$ cat src/rtl/ysyx_24090012_axi_arbiter_pkg.sv
// ysyx_24090012_axi_arbiter_pkg: FSM encodings, AXI constants and round-robin helper for the arbiter
package ysyx_24090012_axi_arbiter_pkg;
  typedef enum logic [1:0] {
    IDLE = 2'd0,
    WR   = 2'd1,
    RD   = 2'd2
  } state_t;
  localparam logic [1:0] RESP_OKAY  = 2'b00;
  localparam logic [1:0] BURST_INCR = 2'b01;
  localparam logic PORT_S0 = 1'b0;
  localparam logic PORT_S1 = 1'b1;
  function automatic logic rr_pick(input logic req0, input logic req1, input logic last_grant);
    return (req0 & req1) ? ~last_grant : req1;
  endfunction
endpackage

$ cat src/rtl/ysyx_24090012_axi_arbiter_if.sv
// ysyx_24090012_axi_arbiter_if: full AXI4 bundle; master drives requests, slave drives responses
interface ysyx_24090012_axi_arbiter_if;
  logic        awvalid;
  logic        awready;
  logic [31:0] awaddr;
  logic [3:0]  awid;
  logic [7:0]  awlen;
  logic [2:0]  awsize;
  logic [1:0]  awburst;
  logic        wvalid;
  logic        wready;
  logic [31:0] wdata;
  logic [3:0]  wstrb;
  logic        wlast;
  logic        bvalid;
  logic        bready;
  logic [1:0]  bresp;
  logic [3:0]  bid;
  logic        arvalid;
  logic        arready;
  logic [31:0] araddr;
  logic [3:0]  arid;
  logic [7:0]  arlen;
  logic [2:0]  arsize;
  logic [1:0]  arburst;
  logic        rvalid;
  logic        rready;
  logic [31:0] rdata;
  logic [1:0]  rresp;
  logic [3:0]  rid;
  logic        rlast;
  modport master (
    output awvalid, awaddr, awid, awlen, awsize, awburst,
    input  awready,
    output wvalid, wdata, wstrb, wlast,
    input  wready,
    input  bvalid, bresp, bid,
    output bready,
    output arvalid, araddr, arid, arlen, arsize, arburst,
    input  arready,
    input  rvalid, rdata, rresp, rid, rlast,
    output rready
  );
  modport slave (
    input  awvalid, awaddr, awid, awlen, awsize, awburst,
    output awready,
    input  wvalid, wdata, wstrb, wlast,
    output wready,
    output bvalid, bresp, bid,
    input  bready,
    input  arvalid, araddr, arid, arlen, arsize, arburst,
    output arready,
    output rvalid, rdata, rresp, rid, rlast,
    input  rready
  );
endinterface

$ cat src/rtl/ysyx_24090012_axi_arbiter.sv
// ysyx_24090012_axi_arbiter: round-robin 2:1 AXI4 arbiter (IFU/LSU) with one outstanding transaction
module ysyx_24090012_axi_arbiter
  import ysyx_24090012_axi_arbiter_pkg::*;
(
  input  logic                           clock,
  input  logic                           reset,
  ysyx_24090012_axi_arbiter_if.slave     s0,
  ysyx_24090012_axi_arbiter_if.slave     s1,
  ysyx_24090012_axi_arbiter_if.master    io_master
);
  state_t state, state_n;
  logic owner, last_grant, aw_done, w_done, ar_done;
  logic req0, req1, take, pick, pick_wr, wr, rd;
  logic own_awvalid, own_wvalid, own_wlast, own_bready, own_arvalid, own_rready;
  logic aw_en, w_en, ar_en, aw_fire, w_fire_last, ar_fire, b_fire, r_fire_last;
  assign req0 = s0.awvalid | s0.arvalid;
  assign req1 = s1.awvalid | s1.arvalid;
  assign take = (state == IDLE) & (req0 | req1);
  assign pick = rr_pick(req0, req1, last_grant);
  assign pick_wr = pick ? s1.awvalid : s0.awvalid;
  assign wr = ~reset & (state == WR);
  assign rd = ~reset & (state == RD);
  assign own_awvalid = owner ? s1.awvalid : s0.awvalid;
  assign own_wvalid = owner ? s1.wvalid : s0.wvalid;
  assign own_wlast = owner ? s1.wlast : s0.wlast;
  assign own_bready = owner ? s1.bready : s0.bready;
  assign own_arvalid = owner ? s1.arvalid : s0.arvalid;
  assign own_rready = owner ? s1.rready : s0.rready;
  // Each address/data phase is forwarded once per grant, so a master that keeps valid high cannot issue a second transaction
  assign aw_en = wr & ~aw_done;
  assign w_en = wr & ~w_done;
  assign ar_en = rd & ~ar_done;
  assign aw_fire = aw_en & own_awvalid & io_master.awready;
  assign w_fire_last = w_en & own_wvalid & own_wlast & io_master.wready;
  assign ar_fire = ar_en & own_arvalid & io_master.arready;
  assign b_fire = wr & io_master.bvalid & own_bready;
  assign r_fire_last = rd & io_master.rvalid & own_rready & io_master.rlast;
  always_ff @(posedge clock) begin
    if (reset) begin
      state <= IDLE;
      owner <= PORT_S0;
      last_grant <= PORT_S1;
      aw_done <= 1'b0;
      w_done <= 1'b0;
      ar_done <= 1'b0;
    end else begin
      state <= state_n;
      if (take) begin
        owner <= pick;
        last_grant <= pick;
        aw_done <= 1'b0;
        w_done <= 1'b0;
        ar_done <= 1'b0;
      end else begin
        aw_done <= aw_done | aw_fire;
        w_done <= w_done | w_fire_last;
        ar_done <= ar_done | ar_fire;
      end
    end
  end
  always_comb begin
    state_n = state;
    if (take) state_n = pick_wr ? WR : RD;
    if (state == WR && b_fire) state_n = IDLE;
    if (state == RD && r_fire_last) state_n = IDLE;
  end
  always_comb begin
    io_master.awvalid = aw_en & own_awvalid;
    io_master.awaddr = owner ? s1.awaddr : s0.awaddr;
    io_master.awid = owner ? s1.awid : s0.awid;
    io_master.awlen = owner ? s1.awlen : s0.awlen;
    io_master.awsize = owner ? s1.awsize : s0.awsize;
    io_master.awburst = owner ? s1.awburst : s0.awburst;
    io_master.wvalid = w_en & own_wvalid;
    io_master.wdata = owner ? s1.wdata : s0.wdata;
    io_master.wstrb = owner ? s1.wstrb : s0.wstrb;
    io_master.wlast = own_wlast;
    io_master.bready = wr & own_bready;
    io_master.arvalid = ar_en & own_arvalid;
    io_master.araddr = owner ? s1.araddr : s0.araddr;
    io_master.arid = owner ? s1.arid : s0.arid;
    io_master.arlen = owner ? s1.arlen : s0.arlen;
    io_master.arsize = owner ? s1.arsize : s0.arsize;
    io_master.arburst = owner ? s1.arburst : s0.arburst;
    io_master.rready = rd & own_rready;
  end
  always_comb begin
    s0.awready = aw_en & ~owner & io_master.awready;
    s0.wready = w_en & ~owner & io_master.wready;
    s0.bvalid = wr & ~owner & io_master.bvalid;
    s0.bresp = io_master.bresp;
    s0.bid = io_master.bid;
    s0.arready = ar_en & ~owner & io_master.arready;
    s0.rvalid = rd & ~owner & io_master.rvalid;
    s0.rdata = io_master.rdata;
    s0.rresp = io_master.rresp;
    s0.rid = io_master.rid;
    s0.rlast = io_master.rlast;
    s1.awready = aw_en & owner & io_master.awready;
    s1.wready = w_en & owner & io_master.wready;
    s1.bvalid = wr & owner & io_master.bvalid;
    s1.bresp = io_master.bresp;
    s1.bid = io_master.bid;
    s1.arready = ar_en & owner & io_master.arready;
    s1.rvalid = rd & owner & io_master.rvalid;
    s1.rdata = io_master.rdata;
    s1.rresp = io_master.rresp;
    s1.rid = io_master.rid;
    s1.rlast = io_master.rlast;
  end
endmodule

$ cat src/flat_wrapper.sv
// flat-port wrapper written by rule: the top's interface ports become plain ports
module ysyx_24090012_axi_arbiter_flat import ysyx_24090012_axi_arbiter_pkg::*;
  (clock, reset, s0_awvalid, s0_awaddr, s0_awid, s0_awlen, s0_awsize, s0_awburst, s0_awready, s0_wvalid, s0_wdata, s0_wstrb, s0_wlast, s0_wready, s0_bvalid, s0_bresp, s0_bid, s0_bready, s0_arvalid, s0_araddr, s0_arid, s0_arlen, s0_arsize, s0_arburst, s0_arready, s0_rvalid, s0_rdata, s0_rresp, s0_rid, s0_rlast, s0_rready, s1_awvalid, s1_awaddr, s1_awid, s1_awlen, s1_awsize, s1_awburst, s1_awready, s1_wvalid, s1_wdata, s1_wstrb, s1_wlast, s1_wready, s1_bvalid, s1_bresp, s1_bid, s1_bready, s1_arvalid, s1_araddr, s1_arid, s1_arlen, s1_arsize, s1_arburst, s1_arready, s1_rvalid, s1_rdata, s1_rresp, s1_rid, s1_rlast, s1_rready, io_master_awvalid, io_master_awaddr, io_master_awid, io_master_awlen, io_master_awsize, io_master_awburst, io_master_awready, io_master_wvalid, io_master_wdata, io_master_wstrb, io_master_wlast, io_master_wready, io_master_bvalid, io_master_bresp, io_master_bid, io_master_bready, io_master_arvalid, io_master_araddr, io_master_arid, io_master_arlen, io_master_arsize, io_master_arburst, io_master_arready, io_master_rvalid, io_master_rdata, io_master_rresp, io_master_rid, io_master_rlast, io_master_rready);
  ysyx_24090012_axi_arbiter_if s0_i ();
  ysyx_24090012_axi_arbiter_if s1_i ();
  ysyx_24090012_axi_arbiter_if io_master_i ();
  input  logic clock;
  input  logic reset;
  input wire logic [$bits(s0_i.awvalid)-1:0] s0_awvalid;
  input wire logic [$bits(s0_i.awaddr)-1:0] s0_awaddr;
  input wire logic [$bits(s0_i.awid)-1:0] s0_awid;
  input wire logic [$bits(s0_i.awlen)-1:0] s0_awlen;
  input wire logic [$bits(s0_i.awsize)-1:0] s0_awsize;
  input wire logic [$bits(s0_i.awburst)-1:0] s0_awburst;
  output wire logic [$bits(s0_i.awready)-1:0] s0_awready;
  input wire logic [$bits(s0_i.wvalid)-1:0] s0_wvalid;
  input wire logic [$bits(s0_i.wdata)-1:0] s0_wdata;
  input wire logic [$bits(s0_i.wstrb)-1:0] s0_wstrb;
  input wire logic [$bits(s0_i.wlast)-1:0] s0_wlast;
  output wire logic [$bits(s0_i.wready)-1:0] s0_wready;
  output wire logic [$bits(s0_i.bvalid)-1:0] s0_bvalid;
  output wire logic [$bits(s0_i.bresp)-1:0] s0_bresp;
  output wire logic [$bits(s0_i.bid)-1:0] s0_bid;
  input wire logic [$bits(s0_i.bready)-1:0] s0_bready;
  input wire logic [$bits(s0_i.arvalid)-1:0] s0_arvalid;
  input wire logic [$bits(s0_i.araddr)-1:0] s0_araddr;
  input wire logic [$bits(s0_i.arid)-1:0] s0_arid;
  input wire logic [$bits(s0_i.arlen)-1:0] s0_arlen;
  input wire logic [$bits(s0_i.arsize)-1:0] s0_arsize;
  input wire logic [$bits(s0_i.arburst)-1:0] s0_arburst;
  output wire logic [$bits(s0_i.arready)-1:0] s0_arready;
  output wire logic [$bits(s0_i.rvalid)-1:0] s0_rvalid;
  output wire logic [$bits(s0_i.rdata)-1:0] s0_rdata;
  output wire logic [$bits(s0_i.rresp)-1:0] s0_rresp;
  output wire logic [$bits(s0_i.rid)-1:0] s0_rid;
  output wire logic [$bits(s0_i.rlast)-1:0] s0_rlast;
  input wire logic [$bits(s0_i.rready)-1:0] s0_rready;
  input wire logic [$bits(s1_i.awvalid)-1:0] s1_awvalid;
  input wire logic [$bits(s1_i.awaddr)-1:0] s1_awaddr;
  input wire logic [$bits(s1_i.awid)-1:0] s1_awid;
  input wire logic [$bits(s1_i.awlen)-1:0] s1_awlen;
  input wire logic [$bits(s1_i.awsize)-1:0] s1_awsize;
  input wire logic [$bits(s1_i.awburst)-1:0] s1_awburst;
  output wire logic [$bits(s1_i.awready)-1:0] s1_awready;
  input wire logic [$bits(s1_i.wvalid)-1:0] s1_wvalid;
  input wire logic [$bits(s1_i.wdata)-1:0] s1_wdata;
  input wire logic [$bits(s1_i.wstrb)-1:0] s1_wstrb;
  input wire logic [$bits(s1_i.wlast)-1:0] s1_wlast;
  output wire logic [$bits(s1_i.wready)-1:0] s1_wready;
  output wire logic [$bits(s1_i.bvalid)-1:0] s1_bvalid;
  output wire logic [$bits(s1_i.bresp)-1:0] s1_bresp;
  output wire logic [$bits(s1_i.bid)-1:0] s1_bid;
  input wire logic [$bits(s1_i.bready)-1:0] s1_bready;
  input wire logic [$bits(s1_i.arvalid)-1:0] s1_arvalid;
  input wire logic [$bits(s1_i.araddr)-1:0] s1_araddr;
  input wire logic [$bits(s1_i.arid)-1:0] s1_arid;
  input wire logic [$bits(s1_i.arlen)-1:0] s1_arlen;
  input wire logic [$bits(s1_i.arsize)-1:0] s1_arsize;
  input wire logic [$bits(s1_i.arburst)-1:0] s1_arburst;
  output wire logic [$bits(s1_i.arready)-1:0] s1_arready;
  output wire logic [$bits(s1_i.rvalid)-1:0] s1_rvalid;
  output wire logic [$bits(s1_i.rdata)-1:0] s1_rdata;
  output wire logic [$bits(s1_i.rresp)-1:0] s1_rresp;
  output wire logic [$bits(s1_i.rid)-1:0] s1_rid;
  output wire logic [$bits(s1_i.rlast)-1:0] s1_rlast;
  input wire logic [$bits(s1_i.rready)-1:0] s1_rready;
  output wire logic [$bits(io_master_i.awvalid)-1:0] io_master_awvalid;
  output wire logic [$bits(io_master_i.awaddr)-1:0] io_master_awaddr;
  output wire logic [$bits(io_master_i.awid)-1:0] io_master_awid;
  output wire logic [$bits(io_master_i.awlen)-1:0] io_master_awlen;
  output wire logic [$bits(io_master_i.awsize)-1:0] io_master_awsize;
  output wire logic [$bits(io_master_i.awburst)-1:0] io_master_awburst;
  input wire logic [$bits(io_master_i.awready)-1:0] io_master_awready;
  output wire logic [$bits(io_master_i.wvalid)-1:0] io_master_wvalid;
  output wire logic [$bits(io_master_i.wdata)-1:0] io_master_wdata;
  output wire logic [$bits(io_master_i.wstrb)-1:0] io_master_wstrb;
  output wire logic [$bits(io_master_i.wlast)-1:0] io_master_wlast;
  input wire logic [$bits(io_master_i.wready)-1:0] io_master_wready;
  input wire logic [$bits(io_master_i.bvalid)-1:0] io_master_bvalid;
  input wire logic [$bits(io_master_i.bresp)-1:0] io_master_bresp;
  input wire logic [$bits(io_master_i.bid)-1:0] io_master_bid;
  output wire logic [$bits(io_master_i.bready)-1:0] io_master_bready;
  output wire logic [$bits(io_master_i.arvalid)-1:0] io_master_arvalid;
  output wire logic [$bits(io_master_i.araddr)-1:0] io_master_araddr;
  output wire logic [$bits(io_master_i.arid)-1:0] io_master_arid;
  output wire logic [$bits(io_master_i.arlen)-1:0] io_master_arlen;
  output wire logic [$bits(io_master_i.arsize)-1:0] io_master_arsize;
  output wire logic [$bits(io_master_i.arburst)-1:0] io_master_arburst;
  input wire logic [$bits(io_master_i.arready)-1:0] io_master_arready;
  input wire logic [$bits(io_master_i.rvalid)-1:0] io_master_rvalid;
  input wire logic [$bits(io_master_i.rdata)-1:0] io_master_rdata;
  input wire logic [$bits(io_master_i.rresp)-1:0] io_master_rresp;
  input wire logic [$bits(io_master_i.rid)-1:0] io_master_rid;
  input wire logic [$bits(io_master_i.rlast)-1:0] io_master_rlast;
  output wire logic [$bits(io_master_i.rready)-1:0] io_master_rready;
  assign s0_i.awvalid = s0_awvalid;
  assign s0_i.awaddr = s0_awaddr;
  assign s0_i.awid = s0_awid;
  assign s0_i.awlen = s0_awlen;
  assign s0_i.awsize = s0_awsize;
  assign s0_i.awburst = s0_awburst;
  assign s0_awready = s0_i.awready;
  assign s0_i.wvalid = s0_wvalid;
  assign s0_i.wdata = s0_wdata;
  assign s0_i.wstrb = s0_wstrb;
  assign s0_i.wlast = s0_wlast;
  assign s0_wready = s0_i.wready;
  assign s0_bvalid = s0_i.bvalid;
  assign s0_bresp = s0_i.bresp;
  assign s0_bid = s0_i.bid;
  assign s0_i.bready = s0_bready;
  assign s0_i.arvalid = s0_arvalid;
  assign s0_i.araddr = s0_araddr;
  assign s0_i.arid = s0_arid;
  assign s0_i.arlen = s0_arlen;
  assign s0_i.arsize = s0_arsize;
  assign s0_i.arburst = s0_arburst;
  assign s0_arready = s0_i.arready;
  assign s0_rvalid = s0_i.rvalid;
  assign s0_rdata = s0_i.rdata;
  assign s0_rresp = s0_i.rresp;
  assign s0_rid = s0_i.rid;
  assign s0_rlast = s0_i.rlast;
  assign s0_i.rready = s0_rready;
  assign s1_i.awvalid = s1_awvalid;
  assign s1_i.awaddr = s1_awaddr;
  assign s1_i.awid = s1_awid;
  assign s1_i.awlen = s1_awlen;
  assign s1_i.awsize = s1_awsize;
  assign s1_i.awburst = s1_awburst;
  assign s1_awready = s1_i.awready;
  assign s1_i.wvalid = s1_wvalid;
  assign s1_i.wdata = s1_wdata;
  assign s1_i.wstrb = s1_wstrb;
  assign s1_i.wlast = s1_wlast;
  assign s1_wready = s1_i.wready;
  assign s1_bvalid = s1_i.bvalid;
  assign s1_bresp = s1_i.bresp;
  assign s1_bid = s1_i.bid;
  assign s1_i.bready = s1_bready;
  assign s1_i.arvalid = s1_arvalid;
  assign s1_i.araddr = s1_araddr;
  assign s1_i.arid = s1_arid;
  assign s1_i.arlen = s1_arlen;
  assign s1_i.arsize = s1_arsize;
  assign s1_i.arburst = s1_arburst;
  assign s1_arready = s1_i.arready;
  assign s1_rvalid = s1_i.rvalid;
  assign s1_rdata = s1_i.rdata;
  assign s1_rresp = s1_i.rresp;
  assign s1_rid = s1_i.rid;
  assign s1_rlast = s1_i.rlast;
  assign s1_i.rready = s1_rready;
  assign io_master_awvalid = io_master_i.awvalid;
  assign io_master_awaddr = io_master_i.awaddr;
  assign io_master_awid = io_master_i.awid;
  assign io_master_awlen = io_master_i.awlen;
  assign io_master_awsize = io_master_i.awsize;
  assign io_master_awburst = io_master_i.awburst;
  assign io_master_i.awready = io_master_awready;
  assign io_master_wvalid = io_master_i.wvalid;
  assign io_master_wdata = io_master_i.wdata;
  assign io_master_wstrb = io_master_i.wstrb;
  assign io_master_wlast = io_master_i.wlast;
  assign io_master_i.wready = io_master_wready;
  assign io_master_i.bvalid = io_master_bvalid;
  assign io_master_i.bresp = io_master_bresp;
  assign io_master_i.bid = io_master_bid;
  assign io_master_bready = io_master_i.bready;
  assign io_master_arvalid = io_master_i.arvalid;
  assign io_master_araddr = io_master_i.araddr;
  assign io_master_arid = io_master_i.arid;
  assign io_master_arlen = io_master_i.arlen;
  assign io_master_arsize = io_master_i.arsize;
  assign io_master_arburst = io_master_i.arburst;
  assign io_master_i.arready = io_master_arready;
  assign io_master_i.rvalid = io_master_rvalid;
  assign io_master_i.rdata = io_master_rdata;
  assign io_master_i.rresp = io_master_rresp;
  assign io_master_i.rid = io_master_rid;
  assign io_master_i.rlast = io_master_rlast;
  assign io_master_rready = io_master_i.rready;
  ysyx_24090012_axi_arbiter u_core (.clock(clock), .reset(reset), .s0(s0_i), .s1(s1_i), .io_master(io_master_i));
endmodule
$ cat config.mk
export PLATFORM = sky130hd
export DESIGN_NAME = ysyx_24090012_axi_arbiter_flat
export DESIGN_NICKNAME = d
export VERILOG_FILES = /design/src/rtl/ysyx_24090012_axi_arbiter_pkg.sv /design/src/rtl/ysyx_24090012_axi_arbiter_if.sv /design/src/rtl/ysyx_24090012_axi_arbiter.sv /design/src/flat_wrapper.sv
export SDC_FILE = /design/constraint.sdc
export NUM_CORES = 1
export LEC_CHECK = 0
export BUFFER_PORTS_ARGS = -buffer_cell sky130_fd_sc_hd__clkbuf_2
export CELL_PAD_IN_SITES_DETAIL_PLACEMENT = 1
export CELL_PAD_IN_SITES_GLOBAL_PLACEMENT = 2
export CORE_AREA = 2 2 223 225
export CTS_BUF_LIST = sky130_fd_sc_hd__clkbuf_4 sky130_fd_sc_hd__clkbuf_8 sky130_fd_sc_hd__clkbuf_16
export CTS_CLUSTER_DIAMETER = 50
export CTS_CLUSTER_SIZE = 24
export DETAILED_ROUTE_END_ITERATION = 6
export DIE_AREA = 0 0 225 227
export GPL_ROUTABILITY_DRIVEN = 0
export GPL_TIMING_DRIVEN = 0
export PLACE_DENSITY_LB_ADDON = 0.1
export SLEW_MARGIN = 30
export SYNTH_ARGS = -nofsm -noshare
export SYNTH_HDL_FRONTEND = slang
export SYNTH_SLANG_ARGS = --single-unit
$ cat constraint.sdc
create_clock -name clock -period 1.4 [get_ports clock]
set_clock_uncertainty 0.05 [all_clocks]
set_input_delay 0.14 -clock clock [delete_from_list [all_inputs] [get_ports clock]]
set_output_delay 0.14 -clock clock [all_outputs]
set_load 0.01 [all_outputs]
After elaboration in Yosys (flattened, before gate mapping) --
Cells that the tools add are included.
Operators by class: equality and inequality tests 2, add/sub/neg operators 0, reductions and logical operators 5, order comparisons 0, bitwise gates (word level) 53, shifts and indexed selects 0, $mul 0, muxes and demuxes 21, divide/modulo/power cells 0
Operators by type and width (count):
- two-way mux 32 bit | 3
- bitwise AND 1 bit | 41
- two-way mux 8 bit | 2
- two-way mux 4 bit | 3
- two-way mux 1 bit | 8
- two-way mux 2 bit | 3
- two-way mux 3 bit | 2
- NOT 1 bit | 6
- OR 1 bit | 6
- OR reduction 3 bit | 1
- equality test 2 x 1 -> 1 bit (second input constant) | 1
- equality test 2 bit (second input constant) | 1
- logical AND 1 bit | 2
- zero test 2 bit | 1
- OR reduction 2 bit | 1
Storage, ports and cells: memories 0, output and inout bits 240, input bits 332, memory bits (writable) 0, bits in latches 0, bits in registers 7, logic and storage cells 87, memory bits (read-only) 0

Longest topological paths before layout --
Gate-level depths: netlist of the first run.
word-level depth 7, gate-level depth with buffers 6, mapped depth without buffers 4

Worst setup path before layout of the first run --
Ideal clock, no wire load.
path type register to output, from reg u_core.state[0], to out s0_bvalid, path slack -4 ps, stages on the path, launching flop included 4, required time 1210 ps, arrival time 1214 ps, path buffers 1, cell sequence dfxtp_1 or3b_1 buf_6 nor3b_1
On the way: word-level cells in the longest chain between the ends 4
Ends and longest elaborated chain:
- start: declaration | line ysyx_24090012_axi_arbiter.sv:11 | state_t state, state_n;
- start signal: assignment | line ysyx_24090012_axi_arbiter.sv:47 | state <= state_n;
- equality test 2 x 1 -> 1 bit | line ysyx_24090012_axi_arbiter.sv:21 | assign wr = ~reset & (state == WR);
- bitwise AND 1 bit | line ysyx_24090012_axi_arbiter.sv:21
- bitwise AND 1 bit (2 in a row) | line ysyx_24090012_axi_arbiter.sv:90 | s0.bvalid = wr & ~owner & io_master.bvalid;
- end: declaration | line flat_wrapper.sv:21 | output wire logic [$bits(s0_i.bvalid)-1:0] s0_bvalid;
No other way between the ends.

Final worst setup path of the first run --
from reg u_core.owner, to out io_master_araddr[30]
On the way: word-level cells in the longest chain between the ends 1
Ends and longest elaborated chain:
- start: declaration | line ysyx_24090012_axi_arbiter.sv:12 | logic owner, last_grant, aw_done, w_done, ar_done;
- start signal: assignment | line ysyx_24090012_axi_arbiter.sv:49 | owner <= pick;
- two-way mux 32 bit | line ysyx_24090012_axi_arbiter.sv:80 | io_master.araddr = owner ? s1.araddr : s0.araddr;
- end: declaration | line flat_wrapper.sv:84 | output wire logic [$bits(io_master_i.araddr)-1:0] io_master_araddr;
No other way between the ends.

==> impl_metrics.tcl, run 1 <==
set metrics [dict create \
    grt_pass1_vias 4603 \
    dieArea_mm2 0.0511 \
    p_comb_frac 0.814 \
    clockPowerShare 0.126 \
    violations "setup timing" \
    root_buffer "clkbuf_16" \
    switchingPower_mw 1.55 \
    synth_cells 316 \
    synth_area_leaders "mux2_2, buf_4, dfxtp_1" \
    synth_top_area_frac 0.539 \
    seq_power_share 0.060 \
    avgRoutedWirePerCell_um 17.9 \
    vias 4474 \
    dr_wl_met2_um 16800 \
    htreeDepth 1 \
    synthAdderAreaFrac 0 \
    die_w_um 225 \
    finalHoldViolations 0 \
    ys_ff_latch 7 \
    yosys.area_share.simple 0.0842 \
    cts_tree "done" \
    drt_iter0_drc 50 \
    path_clk_slew_ns 0.04 \
    ys_seq_area_frac 0.0496 \
    synth_common_cells "mux2_2, buf_4, nor2_1, buf_2, dfxtp_1" \
    finalCritPeriodShare 1.21 \
    crit_arrival_ns 1.51 \
    synth_top_area_cell "mux2_2" \
    finalNonFillerCells 1488 \
    synthXorXnorAreaFrac 0 \
    drc 0 \
    tightest_slew_ns 0.277 \
    overflow 0 \
    async_reset_ff_frac 0 \
    dr_wl_met3_um 1450 \
    ant_nets 0 \
    path_class "register to output pin" \
    run_status "finished with violations" \
    netSwitchingFraction 0.384 \
    viasPerCell 3.01 \
    synth_cell_types 28 \
    power.total_mw 4.05 \
    start_util 0.0581 \
    required_ns 1.21 \
    core_mm2 0.0485 \
    endpoint_kind "output pin" \
    dpl_cell_area_mm2 0.00624 \
    period_needed_ns 1.70 \
    pre_cts_ws_ns -0.560 \
    highest_layer "met4" \
    critPathLaunchType "register" \
    internal_power_mw 2.49 \
    cp_max_fo 10 \
    maxCapViolCount 0 \
    syn_nets 648 \
    dp.cells 1465 \
    peakVddDrop_mv 0.298 \
    grtUsageTotal 0.0930 \
    fin_hold_ws_ns 0.121 \
    cts_made_buffers 3 \
    synthMuxAreaShare 0.556 \
    max_freq_mhz 588 \
    synth_most_common_cell "mux2_2" \
    clock_latency_ns 0.24 \
    antenna_found_initial 0 \
    hold_class "input pin to register" \
    setup_violations 154 \
    setup_slack_ns -0.300 \
    relSlewSlack 0.815 \
    synth-compound-area-share 0.0324 \
    drv_slew 0 \
    m1WireLength_um 8390 \
    p_leak_nw 3.89 \
    grt_pass1_wl_um 34400 \
    clockBufferDepth 2 \
    dp.final_hpwl_um 24400 \
    firstDrtPassIters 4 \
    n_antenna_cell 0 \
    nNetsFinal 1199 \
    wirelength_um 26700 \
    rows 81 \
    placement.io_buffers 527 \
    syn_area_mm2 0.00282 \
    hold_buffers 0 \
    io-pin-count 572 \
    grt_max_degree 11 \
    powerDensity_mw_per_mm2 551 \
    layout-drive-gt1-share 0.954 \
    synth_top_family_by_area "multiplexers" \
    chipHeight_um 227 \
    rsz0062_at_grt "true" \
    cts_sinks 7 \
    yosys_warnings 0 \
    synth_edf_count 0 \
    final_area_mm2 0.00735 \
    synth_area_per_cell_um2 8.93 \
    synthFlopType "dfxtp_1" \
    syn2layout_area_growth_pct 160 \
]
## state kept, by name, summed over array words and instances (netlist names)
register / flops
u_core.ar_done: 1
u_core.aw_done: 1
u_core.last_grant: 1
u_core.owner: 1
u_core.state: 2
u_core.w_done: 1
## routing by layer
layer / global-route usage / vias up
met3: 0.0141 / 2
met5: 0 / -
met1: 0.0896 / 2157
met2: 0.208 / 188
met4: 0.00620 / 0
li1: - / 2127
## stage by stage
step | utilization | TNS, ns
final | 0.151 | -37.25
after global routing | 0.151 | -47.07
after CTS | 0.147 | -42.85
after detailed placement | 0.129 | -54.77
after global placement | 0.129 | -53.05
after floorplan | - | 0
## cells in the final DEF (no fill, tap or decap), types with 2 or more instances in the layout
cell type | Yosys | layout
clkbuf_2 | 0 | 486
buf_4 | 90 | 99
mux2_2 | 135 | 90
mux2_4 | 0 | 45
buf_6 | 3 | 26
buf_12 | 0 | 15
nor2_1 | 22 | 14
buf_2 | 14 | 14
buf_8 | 0 | 7
clkbuf_16 | 0 | 5
nor2_4 | 0 | 5
mux2i_4 | 0 | 5
nor3_2 | 0 | 4
a21oi_1 | 4 | 4
clkbuf_8 | 0 | 4
dfxtp_1 | 7 | 4
nand2b_1 | 3 | 3
nor2_2 | 0 | 3
and3_1 | 3 | 2
nor2b_1 | 2 | 2
or3b_4 | 0 | 2
nand2_2 | 0 | 2
o21ai_1 | 0 | 2
nand2_1 | 5 | 2
dfxtp_4 | 0 | 2
## worst max-delay path, cell delays in order (launching register included)
cell and delay [ns]:
dfxtp_2 0.33, buf_12 0.15, buf_16 0.15, buf_12 0.14, mux2_2 0.34, clkbuf_2 0.15
## cells by family after synthesis
kind of cell,Yosys count
mux,140
flops,7
simple gates,48
buf+inv,108
compound gates,13
## power by group through the flow
stage / logic, mW / clock network (mW) / registers, mW
after floorplan: 1.37 / 0 / 0.236
after global routing: 3.54 / 0.545 / 0.247
after detailed placement: 2.67 / 0 / 0.249
after global placement: 2.69 / 0 / 0.251
after CTS: 3.27 / 0.528 / 0.243
final: 3.29 / 0.511 / 0.243
## timing repair
action / CTS / global route
gates resized for setup: 160 / 84
cloned: 2 / 1
pin swaps: 17 / 11
endpoints found under the setup margin: 155 / 157
buffers inserted: 18 / 1
## worst paths after layout
kind | slack (ns) | startpoint | to | cells after the start
max | -0.30 | u_core.owner | io_master_araddr[30] | 5
min | 0.12 | io_master_awready | u_core.aw_done | 3
max reg2reg | -0.12 | u_core.owner | u_core.w_done | 7
min reg2reg | 0.48 | u_core.aw_done | u_core.aw_done | 2
## cell type report
class,instances,area [um^2]
Clock buffer,3,75.1
Multi-Input combinational cell,201,2270
Fill cell,5866,41200
Clock inverter,1,5.00
Buffer,107,1020
Timing Repair Buffer,547,3060
Sequential cell,7,149
Tap cell,622,778
No activity file was read; power rests on OpenSTA's default activity.
==> inputs of run 2 (changes only) <==
- clock period: 1.4 -> 2.17 ns (I/O delays scaled with it)
==> run 2 against run 1 <==
The run now ends clean. Cell count decreased by 1.1%. Global-route usage grew 0.45 points. Via count is 2.6% lower. Routed wire length rose by 3.3%. First-iteration DRC count grew 34%. Core utilization fell by 2.1 points. Critical path depth stayed put. Worst setup slack gained 0.45 ns. Critical path type unchanged. Largest power group unchanged. Highest routed layer is now met5.
==> impl_metrics.tcl, run 2 (synthesis gave the netlist of run 1 again) <==
set metrics [dict create \
    die_w_um 225 \
    layout-drive-gt1-share 0.917 \
    htreeDepth 1 \
    timing.rr.start "u_core.owner" \
    path_clk_slew_ns 0.04 \
    endpoint_kind "output pin" \
    placement.io_buffers 527 \
    mostFrequentLayoutCell "clkbuf_2" \
    peakVddDrop_mv 0.170 \
    clock_latency_ns 0.24 \
    grt_pass1_wl_um 35000 \
    hold_class "input pin to register" \
    cts_resized 3 \
    antenna_found_initial 9 \
    cts_sinks 7 \
    wirelength_um 27500 \
    cts_tree "done" \
    setup_slack_ns 0.149 \
    chipHeight_um 227 \
    maxCapViolCount 0 \
    p_leak_nw 3.45 \
    period_needed_ns 2.02 \
    syn2layout_area_growth_pct 125 \
    core_mm2 0.0485 \
    cts_made_buffers 3 \
    n_fill_cell 5920 \
    setup_tns_ns 0 \
    rsz0062_at_grt "false" \
    drt_iter0_drc 67 \
    start_util 0.0581 \
    root_buffer "clkbuf_16" \
    grt_pass1_vias 4567 \
    path_class "register to output pin" \
    nNetsFinal 1179 \
    powerDensity_mw_per_mm2 342 \
    ant_nets 0 \
    run_status "finished, final reports clean" \
    avgRoutedWirePerCell_um 18.7 \
    finalCritPeriodShare 0.932 \
    postCtsSetupBuffers 0 \
    tightest_slew_ns 0.484 \
    cp-startpoint "u_core.owner" \
    pre_cts_ws_ns 0.0956 \
    drc 0 \
    setup_violations 0 \
    dieArea_mm2 0.0511 \
    rows 81 \
    most-common-layout-cells "clkbuf_2, mux2_2, buf_4" \
    drv_slew 0 \
    firstDrtPassIters 4 \
    grt_max_degree 11 \
    hold_buffers 0 \
    relSlewSlack 0.676 \
    critPathLaunchType "register" \
    io-pin-count 572 \
    vias 4357 \
    grtUsageTotal 0.0975 \
    crit_arrival_ns 1.75 \
    viasPerCell 2.96 \
    finalHoldViolations 0 \
    holdPathStages 3 \
    largest_register_ff_count 2 \
    clockBufferDepth 2 \
    dp.final_hpwl_um 26000 \
    overflow 0 \
    min_from "io_master_arready" \
    max_freq_mhz 495 \
    cp_max_fo 10 \
    required_ns 1.90 \
    reg2regPathDepth 6 \
    largest-register "u_core.state" \
]
[run 2: cell count changes in the layout (fill, tap and decap cells not counted), sizes merged]
cell,before,now
diode,0,3
clkbuf,495,533
clkinv,1,0
buf,162,105
[run 2: metal layers]
metal / vias up / part of all wire / GRT usage
met1: 2012 / 0.29 / 0.0834
met2: 229 / 0.61 / 0.217
li1: 2084 / - / -
met5: - / 0.0022 / 0
met4: 8 / 0.013 / 0.0145
met3: 24 / 0.085 / 0.0285
[run 2: cell type report]
class | instances | area, um^2 | share of cell area
antenna | 3 | 7.51 | 0.00118
buffer | 107 | 792 | 0.125
clock buffer | 4 | 82.6 | 0.0130
multi-input combinational | 201 | 1900 | 0.300
sequential | 7 | 140 | 0.0221
tap | 622 | 778 | 0.123
timing repair buffer | 527 | 2640 | 0.416
[run 2: stage by stage]
step	util	area, um^2	hold slack [ns]	cells	total power, mW
floorplan	-	2820	0.239	316	1.04
global placement	0.129	6240	0.439	1465	1.91
detailed placement	0.129	6240	0.426	1465	1.89
CTS	0.130	6330	0.180	1469	2.26
global route	0.130	6330	0.196	1470	2.35
finish	0.131	6340	0.175	1471	2.17
[run 2: final timing paths]
kind,slack [ns],to
max,0.15,io_master_wdata[28]
min,0.18,u_core.ar_done
max reg2reg,0.78,u_core.ar_done
min reg2reg,0.44,u_core.ar_done
[run 2: worst max-delay path, stage by stage (launching register included)]
cell and delay, ns:
dfxtp_1 0.31, buf_6 0.14, buf_4 0.22, buf_2 0.30, mux2_2 0.38, clkbuf_2 0.15
[run 2: report_power, final]
group | internal, mW | leakage, nW | switching [mW]
registers | 0.140 | 0.0574 | 0.0154
logic | 0.886 | 3.35 | 0.787
clock network | 0.258 | 0.0416 | 0.0823
